<file path="config.mk">
export PLATFORM = sky130hd
export DESIGN_NAME = alu_cmd_sequencer_flat
export DESIGN_NICKNAME = d
export VERILOG_FILES = /design/src/rtl/alu_pkg.sv /design/src/rtl/alu_cmd_sequencer_if.sv /design/src/rtl/sync_fifo.sv /design/src/rtl/alu_cmd_sequencer.sv /design/src/flat_wrapper.sv
export SDC_FILE = /design/constraint.sdc
export NUM_CORES = 1
export LEC_CHECK = 0
export BUFFER_PORTS_ARGS = -buffer_cell sky130_fd_sc_hd__buf_2
export CORE_AREA = 8 8 189 146
export CTS_CLUSTER_DIAMETER = 80
export DETAILED_ROUTE_END_ITERATION = 16
export DIE_AREA = 0 0 197 154
export GPL_TIMING_DRIVEN = 0
export PLACE_DENSITY = 0.49
export SYNTH_ARGS = -nofsm -noshare
export SYNTH_HDL_FRONTEND = slang
export SYNTH_SLANG_ARGS = --single-unit
</file>
<file path="constraint.sdc">
create_clock -name clk -period 3.02 [get_ports clk]
set_input_delay 0.302 -clock clk [delete_from_list [all_inputs] [get_ports clk]]
set_output_delay 0.302 -clock clk [all_outputs]
set_load 0.02 [all_outputs]
</file>
<file path="src/rtl/alu_pkg.sv">
// Shared encodings for the ALU command sequencer and its datapath.
// Op codes, FSM states and error result constants.
package alu_pkg;

  typedef enum logic [1:0] {
    OP_ADD = 2'b00,
    OP_SUB = 2'b01,
    OP_MUL = 2'b10,
    OP_DIV = 2'b11
  } op_e;

  typedef enum logic [1:0] {
    S_IDLE  = 2'b00,
    S_ISSUE = 2'b01,
    S_WAIT  = 2'b10,
    S_RESP  = 2'b11
  } state_e;

  localparam logic [15:0] RES_DIV0 = 16'hFFFF;
  localparam logic [15:0] RES_TMO  = 16'h0000;

  function automatic logic is_multi(op_e op);
    return (op == OP_MUL) || (op == OP_DIV);
  endfunction

endpackage

</file>
<file path="src/rtl/alu_cmd_sequencer_if.sv">
// Command, response and ALU-side signals of the sequencer.
// master = sequencer side, slave = host/ALU environment side.
interface alu_cmd_sequencer_if #(
  parameter int TAG_W = 4
);

  logic             cmd_valid;
  logic             cmd_ready;
  logic [1:0]       cmd_op;
  logic [7:0]       cmd_a;
  logic [7:0]       cmd_b;
  logic [TAG_W-1:0] cmd_tag;

  logic             rsp_valid;
  logic             rsp_ready;
  logic [15:0]      rsp_result;
  logic [TAG_W-1:0] rsp_tag;
  logic             rsp_err;

  logic [7:0]       alu_a;
  logic [7:0]       alu_b;
  logic [1:0]       alu_op_sel;
  logic             alu_load;
  logic [15:0]      alu_result;
  logic             alu_done;

  modport master (
    input  cmd_valid, cmd_op, cmd_a, cmd_b, cmd_tag,
    output cmd_ready,
    output rsp_valid, rsp_result, rsp_tag, rsp_err,
    input  rsp_ready,
    output alu_a, alu_b, alu_op_sel, alu_load,
    input  alu_result, alu_done
  );

  modport slave (
    output cmd_valid, cmd_op, cmd_a, cmd_b, cmd_tag,
    input  cmd_ready,
    input  rsp_valid, rsp_result, rsp_tag, rsp_err,
    output rsp_ready,
    input  alu_a, alu_b, alu_op_sel, alu_load,
    output alu_result, alu_done
  );

endinterface

</file>
<file path="src/rtl/sync_fifo.sv">
// Single-clock FIFO with registered count and full/empty flags.
// DEPTH must be a power of two so pointers wrap naturally.
module sync_fifo #(
  parameter int WIDTH = 22,
  parameter int DEPTH = 4
) (
  input  logic             clk,
  input  logic             rst_n,
  input  logic             push,
  input  logic [WIDTH-1:0] wdata,
  input  logic             pop,
  output logic [WIDTH-1:0] rdata,
  output logic             full,
  output logic             empty
);

  localparam int AW = (DEPTH > 1) ? $clog2(DEPTH) : 1;
  localparam int CW = AW + 1;

  logic [WIDTH-1:0] mem_q [DEPTH];
  logic [AW-1:0]    wr_q, wr_d;
  logic [AW-1:0]    rd_q, rd_d;
  logic [CW-1:0]    cnt_q, cnt_d;
  logic             full_q, full_d;
  logic             empty_q, empty_d;
  logic             do_push, do_pop;

  assign do_push = push & ~full_q;
  assign do_pop  = pop & ~empty_q;

  always_comb begin
    wr_d    = wr_q + AW'(do_push);
    rd_d    = rd_q + AW'(do_pop);
    cnt_d   = cnt_q + CW'(do_push) - CW'(do_pop);
    full_d  = (cnt_d == CW'(DEPTH));
    empty_d = (cnt_d == '0);
  end

  always_ff @(posedge clk or negedge rst_n) begin
    if (!rst_n) begin
      wr_q    <= '0;
      rd_q    <= '0;
      cnt_q   <= '0;
      full_q  <= 1'b0;
      empty_q <= 1'b1;
    end else begin
      wr_q    <= wr_d;
      rd_q    <= rd_d;
      cnt_q   <= cnt_d;
      full_q  <= full_d;
      empty_q <= empty_d;
    end
  end

  always_ff @(posedge clk) begin
    if (do_push) mem_q[wr_q] <= wdata;
  end

  assign rdata = mem_q[rd_q];
  assign full  = full_q;
  assign empty = empty_q;

endmodule

</file>
<file path="src/rtl/alu_cmd_sequencer.sv">
// Queues ALU commands, issues them one at a time to the ALU
// and returns tagged results over a valid/ready response port.
module alu_cmd_sequencer
  import alu_pkg::*;
#(
  parameter int FIFO_DEPTH = 4,
  parameter int TAG_W      = 4,
  parameter int ADDSUB_LAT = 1,
  parameter int TIMEOUT    = 64
) (
  input logic               clk,
  input logic               reset_n,
  alu_cmd_sequencer_if.master bus
);

  localparam int W    = 18 + TAG_W;
  localparam int CMAX = (TIMEOUT > ADDSUB_LAT) ? TIMEOUT : ADDSUB_LAT;
  localparam int CW   = $clog2(CMAX + 1);
  localparam logic [CW-1:0] LAT_M1 = CW'(ADDSUB_LAT - 1);
  localparam logic [CW-1:0] TMO_M1 = CW'(TIMEOUT - 1);

  logic [W-1:0]     head;
  logic             fifo_full, fifo_empty;
  logic             push, pop;
  logic             rdy_q;

  logic [7:0]       h_a, h_b;
  logic [TAG_W-1:0] h_tag;
  op_e              h_op;

  state_e           state_q, state_d;
  op_e              op_q, op_d;
  logic [7:0]       a_q, a_d;
  logic [7:0]       b_q, b_d;
  logic [TAG_W-1:0] tag_q, tag_d;
  logic [CW-1:0]    cnt_q, cnt_d;
  logic [15:0]      res_q, res_d;
  logic [TAG_W-1:0] rtag_q, rtag_d;
  logic             err_q, err_d;

  logic start, div0, start_div0, start_alu;
  logic multi, fin_ok, fin_tmo;

  // Ready is held low until the first edge after reset release.
  always_ff @(posedge clk or negedge reset_n) begin
    if (!reset_n) rdy_q <= 1'b0;
    else          rdy_q <= 1'b1;
  end

  assign bus.cmd_ready = rdy_q & ~fifo_full;
  assign push          = bus.cmd_valid & bus.cmd_ready;

  sync_fifo #(
    .WIDTH (W),
    .DEPTH (FIFO_DEPTH)
  ) u_fifo (
    .clk   (clk),
    .rst_n (reset_n),
    .push  (push),
    .wdata ({bus.cmd_tag, bus.cmd_op, bus.cmd_a, bus.cmd_b}),
    .pop   (pop),
    .rdata (head),
    .full  (fifo_full),
    .empty (fifo_empty)
  );

  assign h_tag = head[W-1:18];
  assign h_op  = op_e'(head[17:16]);
  assign h_a   = head[15:8];
  assign h_b   = head[7:0];

  assign start      = (state_q == S_IDLE) & ~fifo_empty;
  assign div0       = (h_op == OP_DIV) & (h_b == 8'h00);
  assign start_div0 = start & div0;
  assign start_alu  = start & ~div0;
  assign pop        = start;

  assign multi   = is_multi(op_q);
  assign fin_ok  = (state_q == S_WAIT) &
                   (multi ? bus.alu_done : (cnt_q == LAT_M1));
  assign fin_tmo = (state_q == S_WAIT) & multi &
                   ~bus.alu_done & (cnt_q == TMO_M1);

  always_ff @(posedge clk or negedge reset_n) begin
    if (!reset_n) state_q <= S_IDLE;
    else          state_q <= state_d;
  end

  always_comb begin
    state_d = state_q;
    unique case (state_q)
      S_IDLE:  if (start) state_d = div0 ? S_RESP : S_ISSUE;
      S_ISSUE: state_d = S_WAIT;
      S_WAIT:  if (fin_ok || fin_tmo) state_d = S_RESP;
      S_RESP:  if (bus.rsp_ready) state_d = S_IDLE;
      default: state_d = S_IDLE;
    endcase
  end

  always_comb begin
    bus.alu_load  = 1'b0;
    bus.rsp_valid = 1'b0;
    unique case (state_q)
      S_ISSUE: bus.alu_load  = 1'b1;
      S_RESP:  bus.rsp_valid = 1'b1;
      default: ;
    endcase
  end

  always_comb begin
    op_d   = op_q;
    a_d    = a_q;
    b_d    = b_q;
    tag_d  = tag_q;
    res_d  = res_q;
    rtag_d = rtag_q;
    err_d  = err_q;
    cnt_d  = (state_q == S_WAIT) ? cnt_q + CW'(1) : '0;
    unique case (1'b1)
      start_div0: begin
        res_d  = RES_DIV0;
        rtag_d = h_tag;
        err_d  = 1'b1;
      end
      start_alu: begin
        op_d  = h_op;
        a_d   = h_a;
        b_d   = h_b;
        tag_d = h_tag;
      end
      fin_ok: begin
        res_d  = bus.alu_result;
        rtag_d = tag_q;
        err_d  = 1'b0;
        cnt_d  = '0;
      end
      fin_tmo: begin
        res_d  = RES_TMO;
        rtag_d = tag_q;
        err_d  = 1'b1;
        cnt_d  = '0;
      end
      default: ;
    endcase
  end

  always_ff @(posedge clk or negedge reset_n) begin
    if (!reset_n) begin
      op_q   <= OP_ADD;
      a_q    <= '0;
      b_q    <= '0;
      tag_q  <= '0;
      cnt_q  <= '0;
      res_q  <= '0;
      rtag_q <= '0;
      err_q  <= 1'b0;
    end else begin
      op_q   <= op_d;
      a_q    <= a_d;
      b_q    <= b_d;
      tag_q  <= tag_d;
      cnt_q  <= cnt_d;
      res_q  <= res_d;
      rtag_q <= rtag_d;
      err_q  <= err_d;
    end
  end

  assign bus.alu_a      = a_q;
  assign bus.alu_b      = b_q;
  assign bus.alu_op_sel = op_q;
  assign bus.rsp_result = res_q;
  assign bus.rsp_tag    = rtag_q;
  assign bus.rsp_err    = err_q;

endmodule
</file>
<file path="src/flat_wrapper.sv">
// flat-port wrapper written by rule: the top's interface ports become plain ports
module alu_cmd_sequencer_flat import alu_pkg::*;
#(
  parameter int FIFO_DEPTH = 4,
  parameter int TAG_W      = 4,
  parameter int ADDSUB_LAT = 1,
  parameter int TIMEOUT    = 64
)
  (clk, reset_n, bus_cmd_valid, bus_cmd_op, bus_cmd_a, bus_cmd_b, bus_cmd_tag, bus_cmd_ready, bus_rsp_valid, bus_rsp_result, bus_rsp_tag, bus_rsp_err, bus_rsp_ready, bus_alu_a, bus_alu_b, bus_alu_op_sel, bus_alu_load, bus_alu_result, bus_alu_done);
  alu_cmd_sequencer_if #(.TAG_W(TAG_W)) bus_i ();
  input logic clk;
  input logic reset_n;
  input wire logic [$bits(bus_i.cmd_valid)-1:0] bus_cmd_valid;
  input wire logic [$bits(bus_i.cmd_op)-1:0] bus_cmd_op;
  input wire logic [$bits(bus_i.cmd_a)-1:0] bus_cmd_a;
  input wire logic [$bits(bus_i.cmd_b)-1:0] bus_cmd_b;
  input wire logic [$bits(bus_i.cmd_tag)-1:0] bus_cmd_tag;
  output wire logic [$bits(bus_i.cmd_ready)-1:0] bus_cmd_ready;
  output wire logic [$bits(bus_i.rsp_valid)-1:0] bus_rsp_valid;
  output wire logic [$bits(bus_i.rsp_result)-1:0] bus_rsp_result;
  output wire logic [$bits(bus_i.rsp_tag)-1:0] bus_rsp_tag;
  output wire logic [$bits(bus_i.rsp_err)-1:0] bus_rsp_err;
  input wire logic [$bits(bus_i.rsp_ready)-1:0] bus_rsp_ready;
  output wire logic [$bits(bus_i.alu_a)-1:0] bus_alu_a;
  output wire logic [$bits(bus_i.alu_b)-1:0] bus_alu_b;
  output wire logic [$bits(bus_i.alu_op_sel)-1:0] bus_alu_op_sel;
  output wire logic [$bits(bus_i.alu_load)-1:0] bus_alu_load;
  input wire logic [$bits(bus_i.alu_result)-1:0] bus_alu_result;
  input wire logic [$bits(bus_i.alu_done)-1:0] bus_alu_done;
  assign bus_i.cmd_valid = bus_cmd_valid;
  assign bus_i.cmd_op = bus_cmd_op;
  assign bus_i.cmd_a = bus_cmd_a;
  assign bus_i.cmd_b = bus_cmd_b;
  assign bus_i.cmd_tag = bus_cmd_tag;
  assign bus_cmd_ready = bus_i.cmd_ready;
  assign bus_rsp_valid = bus_i.rsp_valid;
  assign bus_rsp_result = bus_i.rsp_result;
  assign bus_rsp_tag = bus_i.rsp_tag;
  assign bus_rsp_err = bus_i.rsp_err;
  assign bus_i.rsp_ready = bus_rsp_ready;
  assign bus_alu_a = bus_i.alu_a;
  assign bus_alu_b = bus_i.alu_b;
  assign bus_alu_op_sel = bus_i.alu_op_sel;
  assign bus_alu_load = bus_i.alu_load;
  assign bus_i.alu_result = bus_alu_result;
  assign bus_i.alu_done = bus_alu_done;
  alu_cmd_sequencer #(.FIFO_DEPTH(FIFO_DEPTH), .TAG_W(TAG_W), .ADDSUB_LAT(ADDSUB_LAT), .TIMEOUT(TIMEOUT)) u_core (.clk(clk), .reset_n(reset_n), .bus(bus_i));
endmodule
</file>
==> results of run 1 <==
synthesized netlist by cell type (3+ instances only):
cell type   n
xnor2_1     6
ha_1        9
and3_1      4
mux2i_1     4
a2bb2oi_2  10
nor2_1     12
o21ai_1     8
mux4_2     22
nand2_1    28
buf_6       3
and2_1      3
xor2_1      4
edfxtp_1   88
a2bb2oi_1   8
a21oi_1     7
clkbuf_1    5
inv_1      16
dfrtp_1    61
nor2b_1     4
mux2_4     14
per-layer routing:
layer  GRT usage, %  vias to the layer above
met3          3.730                       15
met4          2.896                        2
met5              0                        -
li1               -                     1514
met1          11.03                     1689
met2          15.29                       72
timing repair:
item,4_1_cts,5_1_grt
resized for setup,0,4
endpoints found under the setup margin,0,11
endpoints found under the hold margin,0,0
hold buffers,0,0
area by class of cell:
type	instances	area [um2]
fill	2477	16980
sequential	150	4195
multi-input combinational	167	1707
timing repair buffer	88	500.5
clock buffer	17	425.4
tap	338	422.9
clock inverter	15	142.6
buffer	12	85.08
inverter	16	60.06
antenna	1	2.502
power by group through the flow:
stage / registers, uW / clock network [uW] / logic [uW]
floorplan: 3280 / 0 / 1840
global placement: 2990 / 0 / 2940
detailed placement: 3020 / 0 / 3060
CTS: 2980 / 2120 / 3060
global route: 3040 / 2210 / 3260
finish: 2970 / 2060 / 2970
cell families (layout without fill, tap and decap cells):
logic type	Yosys count	after routing
other cells	1	2
fa+ha+maj	10	10
xor+xnor	10	10
buf+inv	28	148
simple gates	63	63
compound gates	41	41
flops	150	150
mux	42	42
registers in the layout (all words and copies together) (netlist names), 2 cells and up:
signal                 count
u_core.state_q             2
u_core.bus.alu_op_sel      2
u_core.u_fifo.cnt_q        3
u_core.u_fifo.wr_q         2
u_core.bus.rsp_tag         4
u_core.u_fifo.mem_q       88
u_core.bus.alu_a           8
u_core.u_fifo.rd_q         2
u_core.bus.rsp_result     16
u_core.tag_q               4
u_core.cnt_q               7
u_core.bus.alu_b           8
final timing paths:
kind	startpoint	end	slack [ns]	cells past startpoint
max in group asynchronous	reset_n	u_core.bus.rsp_result[6]	2.46	1
min in group clk	bus_cmd_a[3]	u_core.u_fifo.mem_q[3][11]	0.09	1
worst max register to register	u_core.u_fifo.rd_q[0]	u_core.bus.rsp_result[9]	0.36	8
worst min-delay path	reset_n	u_core.bus.alu_b[1]	-0.02	1
worst max-delay path	u_core.u_fifo.rd_q[0]	u_core.bus.rsp_result[9]	0.36	8
worst min register to register	u_core.cnt_q[0]	u_core.cnt_q[0]	0.50	1
metrics by stage:
step | instance area, um2 | cells | hold WS, ns | worst slack [ns]
after floorplan | 6031 | 345 | 0.006409 | 0.1112
after global placement | 6874 | 767 | 0.4655 | -1.068
after detailed placement | 6968 | 771 | 0.4828 | 0.09144
after CTS | 7536 | 803 | 0.01820 | 0.08499
after global routing | 7538 | 803 | 0.04309 | 0.1099
final | 7541 | 804 | -0.01739 | 0.3565
==> impl_metrics.env, run 1 <==
export IMPL_status="finished, violations left"
export IMPL_violations="hold timing"
export IMPL_cts_buffer_depth=2
export IMPL_fin_util_pct=30.75
export IMPL_tightestPinTransition_ns=1.283
export IMPL_worst_path_buf_inv=3
export IMPL_slew_violations=0
export IMPL_wl_um=13520
export IMPL_place_hpwl_um=9554
export IMPL_irDropWorstVdd_v=0.0003580
export IMPL_skew_ns=0.01294
export IMPL_synth_largest_area_cell="edfxtp_1"
export IMPL_gp_congestion=0.7113
export IMPL_initialDrtViolationCount=163
export IMPL_start_kind="flip-flop"
export IMPL_cts_buffers=17
export IMPL_rows=50
export IMPL_synth_adder_area_share_pct=2.201
export IMPL_synth_top_family_by_area="multiplexers"
export IMPL_ys_flop_type="edfxtp_1"
export IMPL_port_buffers=84
export IMPL_synth_edf_count=88
export IMPL_grt_remaining_overflow=0
export IMPL_vias=3292
export IMPL_dieArea_mm2=0.03034
export IMPL_tns_ns=0
export IMPL_cp_required_ns=3.36
export IMPL_die_h_um=154
export IMPL_drc=0
export IMPL_max_stage_delay_ns=0.57
export IMPL_syn2layout_area_growth_pct=25.15
export IMPL_ys_warn_count=0
export IMPL_core_mm2=0.02452
export IMPL_synthTopCellsByArea="edfxtp_1 (44%), dfrtp_1 (25%), mux4_2 (8.2%)"
export IMPL_worstPathMaxFanout=10
export IMPL_setup_viol=0
export IMPL_end_kind="flip-flop"
export IMPL_die_w_um=197
export IMPL_drive_gt1_share_pct=38.71
export IMPL_drv_cap=0
export IMPL_syn_cell_area_mm2=0.006026
export IMPL_syn_nets=398
export IMPL_grt_pass1_wl_um=21260
export IMPL_top_layer="met5"
export IMPL_p_int_uw=5216
export IMPL_synth_compound_area_share_pct=5.918
export IMPL_slowest_stage="mux4_2"
export IMPL_rsz0062_at_grt="no"
export IMPL_cts_sinks=150
export IMPL_slew_headroom_pct=14.49
export IMPL_seq_area_frac_synth_pct=69.62
export IMPL_muxShareOfSynthArea_pct=12.75
export IMPL_fin_total_pwr_uw=8004
export IMPL_initial_core_util_pct=24.57
export IMPL_pwr_share_clk_pct=25.7
export IMPL_cp_arrival_ns=3.01
export IMPL_yosys_area_share_simple_pct=5.627
export IMPL_io_pins=85
export IMPL_path_cells="buf_4 -> buf_6 -> mux4_2 -> nor4_4 -> nand4_4 -> nand2_4 -> buf_8 -> a2bb2oi_2"
export IMPL_layout_nets=505
export IMPL_grt_use_total_pct=9.305
export IMPL_synth_xor_area_share_pct=1.453
export IMPL_async_flop_share_pct=41.33
export IMPL_post_cts_setup_buffers=0
export IMPL_ant_nets=0
export IMPL_routed_wl_met2_um=6585
export IMPL_synth_avg_cell_area_um2=17.47
export IMPL_dr_pass1_iters=4
export IMPL_p_sw_uw=2788
export IMPL_viasPerCell=4.095
export IMPL_power_frac_comb_pct=37.1
export IMPL_syn_inst=345
export IMPL_power_leakage_uw=0.002954
export IMPL_final_common_cell="edfxtp_1"
export IMPL_critical_path_class="flip-flop to flip-flop"
export IMPL_synthDistinctLibCells=42
export IMPL_synth_top_area_share_pct=43.85
export IMPL_first_global_vias=3631
export IMPL_final_hold_viol_count=12
export IMPL_met3_length_um=878
export IMPL_wl_met1_um=5917
export IMPL_fin_crit_sh_pct=88.20
export IMPL_wire_per_inst_um=16.81
export IMPL_cts_tree="built"
export IMPL_layout_common_cells="edfxtp_1 (88), buf_2 (83), dfrtp_1 (61), nand2_1 (28), mux4_2 (22)"
export IMPL_min_path_type="input pin to asynchronous set/reset pin"
export IMPL_antenna_found_initial=1
export IMPL_cts_root_buf="clkbuf_16"
export IMPL_p_seq_share_pct=37.2
export IMPL_fmax_mhz=375.4
export IMPL_htreeDepth=4
export IMPL_path_clk_slew_ns=0.07
export IMPL_p_per_area_mw_per_mm2=1061
export IMPL_grt_max_degree=63
export IMPL_synth_seq_cells=150
export IMPL_holdWs_ns=-0.01739
export IMPL_netSwitchingFraction_pct=34.84
export IMPL_clkLatencyLatePin_ns=0.42
export IMPL_critPathTopFamily="simple AND/OR/NAND/NOR gates"
export IMPL_min_period_ns=2.664
(Power assumes the default switching activity.)
==> inputs of run 2 (changes only) <==
--- a/config.mk
+++ b/config.mk
@@ -5,13 +5,16 @@
 export SDC_FILE = /design/constraint.sdc
 export NUM_CORES = 1
 export LEC_CHECK = 0
+export ABC_AREA = 1
 export BUFFER_PORTS_ARGS = -buffer_cell sky130_fd_sc_hd__buf_2
-export CORE_AREA = 8 8 189 146
+export CORE_AREA = 8 8 193 149
 export CTS_CLUSTER_DIAMETER = 80
 export DETAILED_ROUTE_END_ITERATION = 16
-export DIE_AREA = 0 0 197 154
+export DIE_AREA = 0 0 201 157
 export GPL_TIMING_DRIVEN = 0
 export PLACE_DENSITY = 0.49
+export RECOVER_POWER = 50
+export SLEW_MARGIN = 15
 export SYNTH_ARGS = -nofsm -noshare
 export SYNTH_HDL_FRONTEND = slang
 export SYNTH_SLANG_ARGS = --single-unit
==> run 2 against run 1 <==
The flow finishes with violations (capacitance limit, slew limit). Total power rose by 3.2%. First-iteration DRC count rose by 78%. Utilization fell by 0.20 points. Flip-flop and latch count did not move. Routed wire length rose by 14%. Hold slack improved by 0.15 ns. Setup slack improved by 0.22 ns.
==> impl_metrics.env, run 2 <==
export IMPL_gp_congestion=0.6936
export IMPL_rsz0062_at_grt="no"
export IMPL_syn_nets=626
export IMPL_dieArea_mm2=0.03156
export IMPL_seq_area_frac_synth_pct=66.70
export IMPL_grt_use_total_pct=10.04
export IMPL_fillCellCount=2614
export IMPL_wl_um=15420
export IMPL_cts_buffer_depth=2
export IMPL_skew_ns=0.009081
export IMPL_dr_pass1_iters=4
export IMPL_power_leakage_uw=0.003273
export IMPL_synth_edf_count=88
export IMPL_synthTopCellsByArea="edfxtp_1 (42%), dfrtp_1 (24%), nand2_1 (8.6%)"
export IMPL_seqCellArea_mm2=0.004195
export IMPL_antenna_found_initial=4
export IMPL_layout_common_cells="nand2_1 (144), edfxtp_1 (88), dfrtp_1 (61), buf_2 (54), nand3_1 (51)"
export IMPL_cp_required_ns=3.36
export IMPL_port_buffers=84
export IMPL_ys_warn_count=0
export IMPL_end_kind="flip-flop"
export IMPL_syn2layout_area_growth_pct=24.27
export IMPL_critPathTopFamily="simple AND/OR/NAND/NOR gates"
export IMPL_grt_pass1_wl_um=24210
export IMPL_die_w_um=201
export IMPL_status="finished, violations left"
export IMPL_syn_inst=573
export IMPL_synth_seq_cells=150
export IMPL_cts_tree="built"
export IMPL_fin_util_pct=30.55
export IMPL_cts_root_buf="clkbuf_16"
export IMPL_p_per_area_mw_per_mm2=1057
export IMPL_synth_largest_area_cell="edfxtp_1"
export IMPL_wire_per_inst_um=14.77
export IMPL_largest_reg_flops=88
export IMPL_initialDrtViolationCount=290
export IMPL_die_h_um=157
export IMPL_cts_sinks=150
export IMPL_initial_core_util_pct=24.58
export IMPL_core_mm2=0.02559
export IMPL_slew_headroom_pct=-7.737
export IMPL_min_path_type="input pin to flip-flop"
export IMPL_irDropWorstVdd_v=0.0004275
export IMPL_start_kind="flip-flop"
export IMPL_regMostFlops="u_core.u_fifo.mem_q"
export IMPL_synthDistinctLibCells=34
export IMPL_min_period_ns=2.440
export IMPL_drv_cap=1
export IMPL_io_pins=85
export IMPL_critical_path_class="flip-flop to flip-flop"
export IMPL_ant_nets=0
export IMPL_fin_crit_sh_pct=80.80
export IMPL_setup_viol=0
export IMPL_rows=51
export IMPL_synthTopCellsByCount="nand2_1 (144), edfxtp_1 (88), dfrtp_1 (61)"
export IMPL_worst_path_buf_inv=2
export IMPL_multi_input_comb_area_mm2=0.001778
export IMPL_grt_remaining_overflow=0
export IMPL_path_cells="inv_1 -> ha_1 -> inv_1 -> nor2_1 -> nand2_1 -> nand2_1 -> ha_1 -> fa_1 -> nor3_1"
export IMPL_violations="capacitance limit, slew limit"
export IMPL_post_layout_nonfiller_instances=1044
export IMPL_tightestPinTransition_ns=1.616
export IMPL_fin_total_pwr_uw=8259
export IMPL_drc=0
export IMPL_syn_cell_area_mm2=0.006290
export IMPL_path_clk_slew_ns=0.07
export IMPL_dpl_cell_count=1011
export IMPL_place_hpwl_um=11310
export IMPL_cts_buffers=17
export IMPL_layout_nets=740
export IMPL_cp_arrival_ns=2.78
export IMPL_slowest_stage="fa_1"
export IMPL_async_flop_share_pct=41.33
export IMPL_max_stage_delay_ns=0.46
export IMPL_yosysMostFrequentCell="nand2_1"
export IMPL_fmax_mhz=409.8
export IMPL_grt_max_degree=37
export IMPL_final_hold_viol_count=0
export IMPL_viasPerCell=4.101
export IMPL_n_antenna_cell=0
export IMPL_htreeDepth=4
export IMPL_drive_gt1_share_pct=19.57
export IMPL_vias=4281
export IMPL_slew_violations=27
export IMPL_worstPathMaxFanout=6
export IMPL_clkLatencyLatePin_ns=0.42
export IMPL_synth_avg_cell_area_um2=10.98
export IMPL_first_global_vias=4247
export IMPL_ys_flop_type="edfxtp_1"
export IMPL_final_common_cell="nand2_1"
export IMPL_synth_top_area_share_pct=42.01
[run 2: cells by family after synthesis]
family,Yosys count,share of synthesized area (%)
compound gates,75,6.883
flops,150,66.70
simple gates,263,18.06
xor+xnor,6,0.8355
buf+inv,68,5.351
fa+ha+maj,10,2.109
other cells,1,0.05962
[run 2: path summary, 6_finish.rpt]
path | from | to | slack (ns) | cells after the start
min in group asynchronous | reset_n | u_core.bus.rsp_result[2] | 0.82 | 2
max reg2reg | u_core.state_q[1] | u_core.u_fifo.empty | 0.58 | 9
min | bus_cmd_a[2] | u_core.u_fifo.mem_q[2][10] | 0.13 | 1
max in group asynchronous | reset_n | u_core.u_fifo.cnt_q[2] | 1.25 | 2
min reg2reg | u_core.bus.alu_a[7] | u_core.bus.alu_a[7] | 0.47 | 2
max | u_core.state_q[1] | u_core.u_fifo.empty | 0.58 | 9
[run 2: metal layers]
metal,track usage (%),up-vias,wire length [um]
li1,-,2151,-
met1,13.38,2001,7691
met2,14.78,102,6536
met3,4.025,19,1014
met4,2.972,8,125
met5,0,-,55
[run 2: final cells by class]
class | instances | share of cell area, %
inverter | 40 | 1.921
sequential | 150 | 53.67
multi-input combinational | 355 | 22.75
tap | 344 | 5.507
clock inverter | 14 | 2.097
clock buffer | 18 | 5.491
timing repair buffer | 95 | 6.179
buffer | 28 | 2.385
[run 2: power by group]
group / total [uW] / internal (uW) / switching [uW]
Clock: 2150 / 1250 / 905
Combinational: 3150 / 1050 / 2110
Sequential: 2960 / 2680 / 273
[run 2: per-stage QoR]
step                hold WS, ns  TNS, ns  instance area [um2]  setup slack [ns]
detailed placement       0.2533        0                 7269            0.5783
finish                   0.1327        0                 7816            0.5797
global placement         0.4552   -95.50                 7141            -1.252
floorplan              0.006409        0                 6290            0.1446
CTS                     0.06656        0                 7873            0.5473
global route             0.1285        0                 7816            0.4025
[run 2: what timing repair did]
action | CTS | global route
hold endpoints to repair | 25 | 0
resized for setup | 0 | 0
hold buffers | 1 | 0
setup buffers | 0 | 0
